$ cat src/rtl/sat_timer_bank.sv
// Bank of independent saturating timers sharing one tick and one config bus.
// Each channel counts down to its floor (one-shot or auto-reload) or up to its reload.
module sat_timer_bank #(
  parameter int WIDTH    = 5,
  parameter int CHANNELS = 4,
  parameter int CH_BITS  = 2
) (
  input  logic                      clk,
  input  logic                      reset,
  input  logic                      cfg_we,
  input  logic [CH_BITS-1:0]        cfg_ch,
  input  logic [WIDTH-1:0]          cfg_reload,
  input  logic [WIDTH-1:0]          cfg_floor,
  input  logic [1:0]                cfg_mode,
  input  logic [CHANNELS-1:0]       start,
  input  logic                      tick,
  output logic [CHANNELS*WIDTH-1:0] count,
  output logic [CHANNELS-1:0]       at_limit,
  output logic [CHANNELS-1:0]       expire,
  output logic [CHANNELS-1:0]       busy
);

  localparam logic [1:0] MODE_OFF  = 2'b00;
  localparam logic [1:0] MODE_ONE  = 2'b01;
  localparam logic [1:0] MODE_AUTO = 2'b10;
  localparam logic [1:0] MODE_UP   = 2'b11;

  localparam logic [WIDTH-1:0] ONE = WIDTH'(1);

  function automatic logic [WIDTH-1:0] sat_dec(input logic [WIDTH-1:0] v,
                                               input logic [WIDTH-1:0] lo);
    return (v > lo) ? (v - ONE) : lo;
  endfunction

  function automatic logic [WIDTH-1:0] sat_inc(input logic [WIDTH-1:0] v,
                                               input logic [WIDTH-1:0] hi);
    return (v < hi) ? (v + ONE) : hi;
  endfunction

  function automatic logic [WIDTH-1:0] max_w(input logic [WIDTH-1:0] a,
                                             input logic [WIDTH-1:0] b);
    return (a > b) ? a : b;
  endfunction

  function automatic logic [WIDTH-1:0] min_w(input logic [WIDTH-1:0] a,
                                             input logic [WIDTH-1:0] b);
    return (a < b) ? a : b;
  endfunction

  for (genvar i = 0; i < CHANNELS; i++) begin : g_ch
    logic [WIDTH-1:0] cnt_p1;
    logic [WIDTH-1:0] reload_p1;
    logic [WIDTH-1:0] floor_p1;
    logic [1:0]       mode_p1;
    logic             busy_p1;
    logic             expire_p1;
    logic             sel;
    logic [WIDTH-1:0] dec_nxt;
    logic [WIDTH-1:0] inc_nxt;

    assign sel     = cfg_we && (cfg_ch == CH_BITS'(i));
    assign dec_nxt = sat_dec(cnt_p1, floor_p1);
    assign inc_nxt = sat_inc(cnt_p1, reload_p1);

    // stage p1: start/tick act on the config held before this edge
    always_ff @(posedge clk) begin
      if (reset) begin
        cnt_p1    <= '0;
        reload_p1 <= '0;
        floor_p1  <= '0;
        mode_p1   <= MODE_OFF;
        busy_p1   <= 1'b0;
        expire_p1 <= 1'b0;
      end else begin
        expire_p1 <= 1'b0;
        if (start[i] && (mode_p1 != MODE_OFF)) begin
          if (mode_p1 == MODE_UP) begin
            cnt_p1 <= min_w(floor_p1, reload_p1);
            if (floor_p1 >= reload_p1) begin
              expire_p1 <= 1'b1;
              busy_p1   <= 1'b0;
            end else begin
              busy_p1   <= 1'b1;
            end
          end else begin
            cnt_p1 <= max_w(reload_p1, floor_p1);
            if (reload_p1 <= floor_p1) begin
              expire_p1 <= 1'b1;
              busy_p1   <= (mode_p1 == MODE_AUTO);
            end else begin
              busy_p1   <= 1'b1;
            end
          end
        end else if (tick && busy_p1) begin
          case (mode_p1)
            MODE_ONE: begin
              cnt_p1 <= dec_nxt;
              if (dec_nxt == floor_p1) begin
                busy_p1   <= 1'b0;
                expire_p1 <= (cnt_p1 != floor_p1);
              end
            end
            MODE_AUTO: begin
              // at floor: reload, or sit at floor if the period degenerates to 1
              if (cnt_p1 > floor_p1) begin
                cnt_p1    <= dec_nxt;
                expire_p1 <= (dec_nxt == floor_p1);
              end else if (reload_p1 <= floor_p1) begin
                cnt_p1    <= floor_p1;
                expire_p1 <= 1'b1;
              end else begin
                cnt_p1    <= reload_p1;
              end
            end
            MODE_UP: begin
              cnt_p1 <= inc_nxt;
              if (inc_nxt == reload_p1) begin
                busy_p1   <= 1'b0;
                expire_p1 <= (cnt_p1 != reload_p1);
              end
            end
            default: busy_p1 <= 1'b0;
          endcase
        end
        // a config write lands last so that selecting mode 00 always drops busy
        if (sel) begin
          reload_p1 <= cfg_reload;
          floor_p1  <= cfg_floor;
          mode_p1   <= cfg_mode;
          if (cfg_mode == MODE_OFF) busy_p1 <= 1'b0;
        end
      end
    end

    assign count[i*WIDTH +: WIDTH] = cnt_p1;
    assign busy[i]                 = busy_p1;
    assign expire[i]               = expire_p1;
    assign at_limit[i]             = (mode_p1 != MODE_OFF) &&
                                     (cnt_p1 == ((mode_p1 == MODE_UP) ? reload_p1 : floor_p1));
  end

endmodule

$ cat config.mk
export PLATFORM = sky130hd
export DESIGN_NAME = sat_timer_bank
export DESIGN_NICKNAME = d
export VERILOG_FILES = /design/src/rtl/sat_timer_bank.sv
export SDC_FILE = /design/constraint.sdc
export NUM_CORES = 1
export LEC_CHECK = 0
export CAP_MARGIN = 5
export CORE_MARGIN = 1
export CORE_UTILIZATION = 50
export DETAILED_ROUTE_END_ITERATION = 8
export PLACE_DENSITY = 0.72
export SLEW_MARGIN = 20
export SYNTH_ARGS = -nofsm -noshare
export SYNTH_HDL_FRONTEND = slang
export SYNTH_SLANG_ARGS = --single-unit
$ cat constraint.sdc
create_clock -name clk -period 2.3 [get_ports clk]
set_input_delay 0.23 -clock clk [delete_from_list [all_inputs] [get_ports clk]]
set_output_delay 0.23 -clock clk [all_outputs]
set_load 0.01 [all_outputs]
# Word level (Yosys, flattened, before mapping)
# Index checks and enable logic that the tools add are counted.
# Widths: inputs -> output; s select.
word_totals:
  register_bits: 76
  inputBits: 22
  out_inout_bits: 32
classes:
  add_sub_neg: 8
  order_cmp: 24
  n_eq_ne: 35
  mux: 120
  n_reduce_logical: 34
op_table:
  columns: ["operator", "count"]
  rows:
  - ["$mux 5", 40]
  - ["$mux 1", 68]
  - ["$eq 5x5->1", 12]
  - ["$pmux 5 s3", 4]
  - ["$gt 5x5->1", 8]
  - ["$lt 5x5->1", 8]
  - ["$ne 5x5->1", 8]
  - ["$pmux 1 s3", 8]
  - ["$add 5x1->5 const B", 4]
  - ["$eq 2x2->1 const B", 10]
  - ["$ge 5x5->1", 4]
  - ["$le 5x5->1", 4]
  - ["$sub 5x1->5 const B", 4]
  - ["$logic_and 1x1->1", 16]
  - ["$reduce_bool 2->1", 8]
  - ["$reduce_bool 4->1", 4]
  - ["$eq 2x1->1 const B", 5]
  - ["$reduce_and 2->1", 4]
  - ["$logic_not 2->1", 2]

# Depth between registers and ports, before layout
# Gate-level depths: netlist of run 1.
logic_depth:
  depth_word: 9
  ltp_mapped: 11
  mapped_depth_nobuf: 9

# Worst setup path before layout of run 1
# No wires, ideal clock.
synth_timing:
  path_type: "flip-flop to flip-flop"
  from: "register g_ch[1].reload_p1[1]"
  to: "register g_ch[1].busy_p1"
  t_arrival_ns: 2.361
  path_slack_ns: -0.147
  stages_incl_launch_ff: 10
  n_path_buf: 1
  synth_period_minus_slack_ns: 2.447
  path_cell_list: "dfxtp_1 clkbuf_1 inv_1 ha_1 nand4_1 nor2_1 a2111oi_4 o21ai_0 or4b_1 a221oi_2"
synth_via:
  elab_chain_cells: 9
synth_rtl:
  columns: ["item", "line", "source"]
  rows:
  - ["start, declared", "52", "logic [WIDTH-1:0] reload_p1;"]
  - ["start signal, assigned", "127", "reload_p1 <= cfg_reload;"]
  - ["$lt 5x5->1", "37", "return (v < hi) ? (v + ONE) : hi;"]
  - ["$mux 5", "37", null]
  - ["$eq 5x5->1", "117", "if (inc_nxt == reload_p1) begin"]
  - ["$mux 1", "117", null]
  - ["$pmux 1 s3", "95", "case (mode_p1)"]
  - ["$mux 1", "94", "end else if (tick && busy_p1) begin"]
  - ["$mux 1 (*)", "76", "if (start[i] && (mode_p1 != MODE_OFF)) begin"]
  - ["$mux 1", "130", "if (cfg_mode == MODE_OFF) busy_p1 <= 1'b0;"]
  - ["$mux 1 (*)", "126", "if (sel) begin"]
  - ["end signal, assigned", "89", "busy_p1 <= (mode_p1 == MODE_AUTO);"]
  - ["end, declared", "55", "logic busy_p1;"]
# Mark *: on every way between the ends. The rest lies on a longest branch, timed or not.
# A chain may end at the register's enable or synchronous reset.

# Final worst setup path of run 1
layout_timing:
  from: "register g_ch[2].cnt_p1[1]"
  to: "register g_ch[2].cnt_p1[2]"
layout_via:
  elab_chain_cells: 6
layout_rtl:
  columns: ["item", "line", "source"]
  rows:
  - ["start, declared", "51", "logic [WIDTH-1:0] cnt_p1;"]
  - ["start signal, assigned", "78", "cnt_p1 <= min_w(floor_p1, reload_p1);"]
  - ["start signal, assigned", "86", "cnt_p1 <= max_w(reload_p1, floor_p1);"]
  - ["start signal, assigned", "97", "cnt_p1 <= dec_nxt;"]
  - ["$sub 5x1->5 / $gt 5x5->1 (equally long branches)", "32, 105", null]
  - ["$mux 5", "32", "return (v > lo) ? (v - ONE) : lo;"]
  - ["$mux 5", "105", "if (cnt_p1 > floor_p1) begin"]
  - ["$pmux 5 s3 (*)", "95", null]
  - ["$mux 5 (*)", "94", null]
  - ["$mux 5 (*)", "76", null]
# Mark *: on every way between the ends. The rest lies on a longest branch, timed or not. The select of a mux whose other input is x is not followed.

==> impl_results.md, run 1 <==
- Asr flop ratio synth: 0
- Worst endpoint required time: 2.53 ns
- Clock Sinks: 76
- Clock tree buffer depth: 2
- Int Power: 3150 uW
- Switching part of the total power: 0.356
- Unique masters post-synth: 80
- Mapped Area: 7340 um^2
- Avg Cell Area, Syn: 7.46 um^2
- Sequential fraction of the synthesis area: 0.207
- R2R Setup Slk: -0.02 ns
- Vias post-DR: 7995
- Core Footprint: 14100 um^2
- Clk slew on worst S/H paths: 0.06 ns
- Clk pwr share: 0.279
- Post-synth EDFFs: 0
- Initial Util: 0.521
- Synth top cells by count: nand2_1, a21oi_1, dfxtp_1
- Worst-margin pin slew: 0.577 ns
- GRT overflow: 0
- CTS Hold Bufs: 0
- 1st-iter DRT viols: 874
- CP max-delay cell: dfxtp_4
- First-pass GRT wire length: 37000 um
- Gpl congestion: 0.976
- Die Area: 15200 um^2
- Layout cells sized above 1: 0.299
- Root buf cell: clkbuf_16
- Critical path, cell by cell: buf_6 -> ha_1 -> a21o_1 -> a21o_1 -> a211oi_2 -> buf_4 -> buf_6 -> nor2_1 -> o31ai_2 -> nor3_1 -> nor4_1
- Post-layout min period: 2.32 ns
- DR WL/cell: 18.6 um
- Worst-Skew Late Latency: 0.34 ns
- Switching power: 1740 uW
- Unrepaired setup endpoints after global routing: true
- Routed wire length: 24600 um
- DP HPWL: 17400 um
- Pleak: 0.00410 uW
- Chip width: 123 um
- Max-cap violations: 0
- Clock Skew: 0.00585 ns
- Seq cells post-synth: 76
- Slew Viols, Final: 0
- Met2 routed WL: 11700 um
- Detail Route Antenna Nets: 0
- Yosys warnings: 0
- Combinational power share: 0.433
- # diodes: 0
- Largest net degree at the start of global routing: 67
- Worst VDD drop: 470 uV
- Capturing element type of the critical path: register
- H-tree depth: 3
- Setup crit start kind: register
- Placed Area: 8910 um^2
- Cells after Synth: 984
- Pre-CTS setup slack: -0.164 ns
- Core Rows: 43
- Failing checks: setup timing
- # nets final: 1231
- CTS tree: yes
- Initial antenna violation count: 0
- Vias in the first global route: 7364
- Setup WS post-layout: -0.0175 ns
- Worst EP arrival: 2.54 ns
- Relative slew slack: 0.613
- Syn-to-layout area delta: 38.7%
- Fin util: 0.723
- Status: finished with violations
- CP Max Fanout: 9
- Residual DRC: 0
- Post-synth top area share: 0.207
- Met3 routed WL: 1740 um
- Synth Flop Type: dfxtp_1
- Fin. Hold Viols: 0
- Post-route cell area: 10200 um^2
- Largest area contributor in the synthesized netlist: dfxtp_1
- Crit path max-delay family: compound AO/OA/AOI/OAI gates
- GR Util All Layers: 0.315
- Met1 wire length: 10300 um
- # IOs: 54
- Worst path bufs/invs: 3
- Tightest Hold Check Type: input pin to register
- Syn Nets: 1074
- Setup Crit Path Kind: register to register
- Sequential power share: 0.288
- Die height: 123 um
- Max layer used: met4
- Buffers on Ports: 53
- TritonCTS buffer count: 9
- Max incr delay on CP: 0.36 ns
- Top post-synthesis cells by area: dfxtp_1, ha_1, xnor2_1, nand2_1, a21oi_1
- First drt pass iteration count: 5
- Achievable Freq: 0.432 GHz
- Via density per instance: 6.03
- Fillers: 1100
- PD cells: 480 nW/um^2
- Final setup vio count: 1
- Most numerous cell in the Yosys netlist: nand2_1
- Final period util: 1.01
[layout make-up]
cell class,count,area (um^2),area share
multi-input cells,785,6030,0.592
well taps,180,225,0.0221
clock buffers,12,246,0.0242
clock inverters,4,25.0,0.00246
repair buffers,210,1840,0.180
flip-flops and latches,76,1600,0.157
inverters,59,226,0.0222
[state kept, by name, indices dropped and copies added (netlist names)]
signal / flops
g_ch.busy_p1: 4
g_ch.cnt_p1: 20
g_ch.expire_p1: 4
g_ch.floor_p1: 20
g_ch.mode_p1: 8
g_ch.reload_p1: 20
[cell families after synthesis]
group,share of synthesized area
muxes,0.0589
and+or+nand+nor,0.196
adders and majority gates,0.116
AOI/OAI and AO/OA,0.232
xor gates and xnor gates,0.119
DFF,0.207
buffers and inverters,0.0714
[routing by layer]
layer  GRT usage  vias to the layer above
met5           0                        -
met4       0.127                        0
met3      0.0637                       92
met2       0.517                      344
met1       0.401                     3777
li1            -                     3782
[worst reg2reg max path, stage by stage, from the launching register on]
cell      delay, ns
dfxtp_4        0.36
buf_6          0.14
ha_1           0.20
a21o_1         0.16
a21o_1         0.18
a211oi_2       0.16
buf_4          0.19
buf_6          0.12
nor2_1         0.05
o31ai_2        0.27
nor3_1         0.08
nor4_1         0.28
[power groups by stage]
| stage | Sequential [uW] | Combinational (uW) | Clock, uW |
|---|---|---|---|
| after global placement | 1430 | 1670 | 0 |
| after global routing | 1420 | 2270 | 1430 |
| after floorplan | 1440 | 1060 | 0 |
| final | 1410 | 2120 | 1360 |
| after CTS | 1400 | 1790 | 1370 |
| after detailed placement | 1430 | 1690 | 0 |
[per-stage QoR]
stage	cells	power [uW]	hold slack [ns]	setup TNS, ns
6_report	1326	4890	0.186	-0.0175
5_1_grt	1326	5120	0.190	-0.686
4_1_cts	1312	4570	0.142	0
3_5_place_dp	1289	3120	0.488	-0.807
3_3_place_gp	1289	3100	0.484	-0.477
2_1_floorplan	984	2500	0.334	-0.0686
[timing repair]
item	in CTS	in global routing
pin swaps	17	57
gates cloned	0	2
setup endpoints to repair	21	26
resized for setup	46	149
buffers inserted	7	12
[path summary, 6_finish.rpt]
path                                     start                           endpoint  cells after the start
min reg2reg  g_ch[2].reload_p1[3]$_SDFFE_PP0P_  g_ch[2].reload_p1[3]$_SDFFE_PP0P_                      2
max             g_ch[2].cnt_p1[1]$_SDFFE_PP0P_     g_ch[2].cnt_p1[2]$_SDFFE_PP0P_                     11
min                                      reset     g_ch[1].cnt_p1[1]$_SDFFE_PP0P_                      2
max reg2reg     g_ch[2].cnt_p1[1]$_SDFFE_PP0P_     g_ch[2].cnt_p1[2]$_SDFFE_PP0P_                     11
[cells in the final DEF, fill, tap and decap left out, types with 5 or more instances in the layout]
cell type and n:
nor3_1 13, a21oi_2 7, xnor2_1 58, xor2_1 28, clkbuf_16 10, ha_1 44, nor2b_1 5, buf_6 7
clkdlybuf4s50_1 48, inv_1 44, a211oi_1 8, mux2i_1 41, buf_4 142, or3_1 5, a21oi_1 87, nand4_1 9
nand3_1 19, a2111oi_2 7, dfxtp_4 10, o21ai_1 6, buf_12 7, xnor2_2 6, o21ai_0 43, o211ai_1 8
nor2_1 72, o22ai_1 7, a211oi_2 10, a31oi_1 12, nor4_1 5, dfxtp_2 29, ha_4 22, a21o_1 5
inv_2 13, nand2b_1 6, dfxtp_1 37, nand2_1 140
No activity file was read; power rests on OpenSTA's default activity.
==> run 2, diff against run 1 <==
CORE_ASPECT_RATIO = 1.25   (was not set)
CORE_MARGIN = 10   (was 1)
SKIP_LAST_GASP = 1   (was not set)
==> impl_results.md, run 2 (synthesis results as in run 1) <==
- CP Max Fanout: 7
- Setup WS post-layout: -0.00998 ns
- Routed wire length: 26900 um
- Fin util: 0.723
- Worst-Skew Late Latency: 0.35 ns
- Initial Util: 0.510
- Tightest Hold Check Type: input pin to register
- Clock Skew: 0.00884 ns
- Via density per instance: 6.17
- Buffers on Ports: 53
- GR Util All Layers: 0.241
- Setup Crit Path Kind: register to register
- Pre-CTS setup slack: -0.192 ns
- DP HPWL: 18200 um
- Initial antenna violation count: 0
- Met2 routed WL: 13100 um
- Final setup vio count: 1
- Vias in the first global route: 7823
- 1st-iter DRT viols: 951
- PD cells: 484 nW/um^2
- Chip width: 128 um
- Fin. Hold Viols: 0
- Capturing element type of the critical path: register
- Vias post-DR: 8293
- Die Area: 20000 um^2
- Root buf cell: clkbuf_16
- Die height: 156 um
- Clock tree buffer depth: 2
- Commonest cells after routing, fill and taps aside: buf_4, nand2_1, a21oi_1
- Setup crit start kind: register
- WHS: 0.397 ns
- Most common cell after layout, fill and taps aside: buf_4
- Worst VDD drop: 351 uV
- Clk slew on worst S/H paths: 0.06 ns
- Worst EP arrival: 2.54 ns
- Status: finished with violations
- Largest registers: g_ch.cnt_p1 x20, g_ch.floor_p1 x20, g_ch.reload_p1 x20
- Setup TNS Final: -0.00998 ns
- CTS tree: yes
- Worst endpoint required time: 2.53 ns
- GRT overflow: 0
- Layout cells sized above 1: 0.327
- Relative slew slack: 0.551
- First-pass GRT wire length: 39400 um
- Residual DRC: 0
- Post-layout min period: 2.31 ns
- Clock Sinks: 76
- Core Footprint: 14400 um^2
- Unrepaired setup endpoints after global routing: true
- DR WL/cell: 20.0 um
- # IOs: 54
- Worst-margin pin slew: 0.673 ns
- Final period util: 1.00
- Met3 routed WL: 1840 um
- Max-cap violations: 0
- Met1 wire length: 10500 um
- Achievable Freq: 0.433 GHz
- H-tree depth: 3
- Gpl congestion: 0.975
- # diodes: 0
- Syn-to-layout area delta: 41.8%
- TritonCTS buffer count: 9
- CTS Hold Bufs: 0
- Max layer used: met4
- Slew Viols, Final: 0
- Failing checks: setup timing
- Pleak: 0.00421 uW
- First drt pass iteration count: 5
- Detail Route Antenna Nets: 0
- # nets final: 1252
- Core Rows: 49
- Largest net degree at the start of global routing: 27
## run 2: changes by cell type in the layout (fill, tap and decap cells not counted), sizes merged
| cell | before | now |
|---|---|---|
| clkinv | 2 | 1 |
| xnor2 | 65 | 66 |
| buf | 157 | 179 |
| xor2 | 32 | 31 |
## run 2: worst paths after layout
kind	from	to	slack, ns	cells past startpoint
min	reset	g_ch[2].reload_p1[4]$_SDFFE_PP0P_	0.40	2
max	g_ch[2].reload_p1[4]$_SDFFE_PP0P_	g_ch[2].cnt_p1[2]$_SDFFE_PP0P_	-0.01	11
max reg2reg	g_ch[2].reload_p1[4]$_SDFFE_PP0P_	g_ch[2].cnt_p1[2]$_SDFFE_PP0P_	-0.01	11
min reg2reg	g_ch[3].reload_p1[1]$_SDFFE_PP0P_	g_ch[3].reload_p1[1]$_SDFFE_PP0P_	0.48	2
## run 2: cell type report
class,instances,area (um^2)
multi-input cells,785,6130
fillers,1058,3990
repair buffers,231,1930
flip-flops and latches,76,1600
clock buffers,13,270
inverters,59,231
well taps,178,223
clock inverters,3,20.0
## run 2: routing by layer
layer,up-vias,global-route usage
met2,415,0.399
met4,0,0.131
met5,-,0
li1,3833,-
met1,3910,0.287
met3,135,0.0418
## run 2: timing repair
item | CTS | global route
setup buffers | 10 | 25
gates cloned | 0 | 2
setup endpoints to repair | 21 | 26
resized for setup | 33 | 197
pin swaps | 16 | 60
## run 2: worst max-delay path, cell delays in order, from the launching register on
cell and delay (ns):
dfxtp_4 0.38, inv_1 0.08, ha_1 0.30, nand4_1 0.14
nor2_2 0.19, a211oi_4 0.05, buf_4 0.16, buf_6 0.13
and2_4 0.14, o31ai_4 0.27, nor3_2 0.09, nor4_1 0.27
## run 2: per-stage QoR
stage,power (uW),cell area (um^2),std cells
final,5040,10400,1345
after global routing,5250,10400,1345
after CTS,4630,9420,1322
after detailed placement,3110,8910,1296
after global placement,3090,8910,1296
after floorplan,2500,7380,984
## run 2: power breakdown
group	leakage (uW)	total (uW)	switching (uW)	internal (uW)
Clock	0.000138	1430	606	819
Combinational	0.00343	2200	1140	1060
Sequential	0.000639	1410	57.3	1360
==> run 3, diff against run 2 <==
SLEW_MARGIN = 0   (was 20)
==> results of run 3 <==
Same layout as run 2: the final DEF is identical, and so are final timing and power.
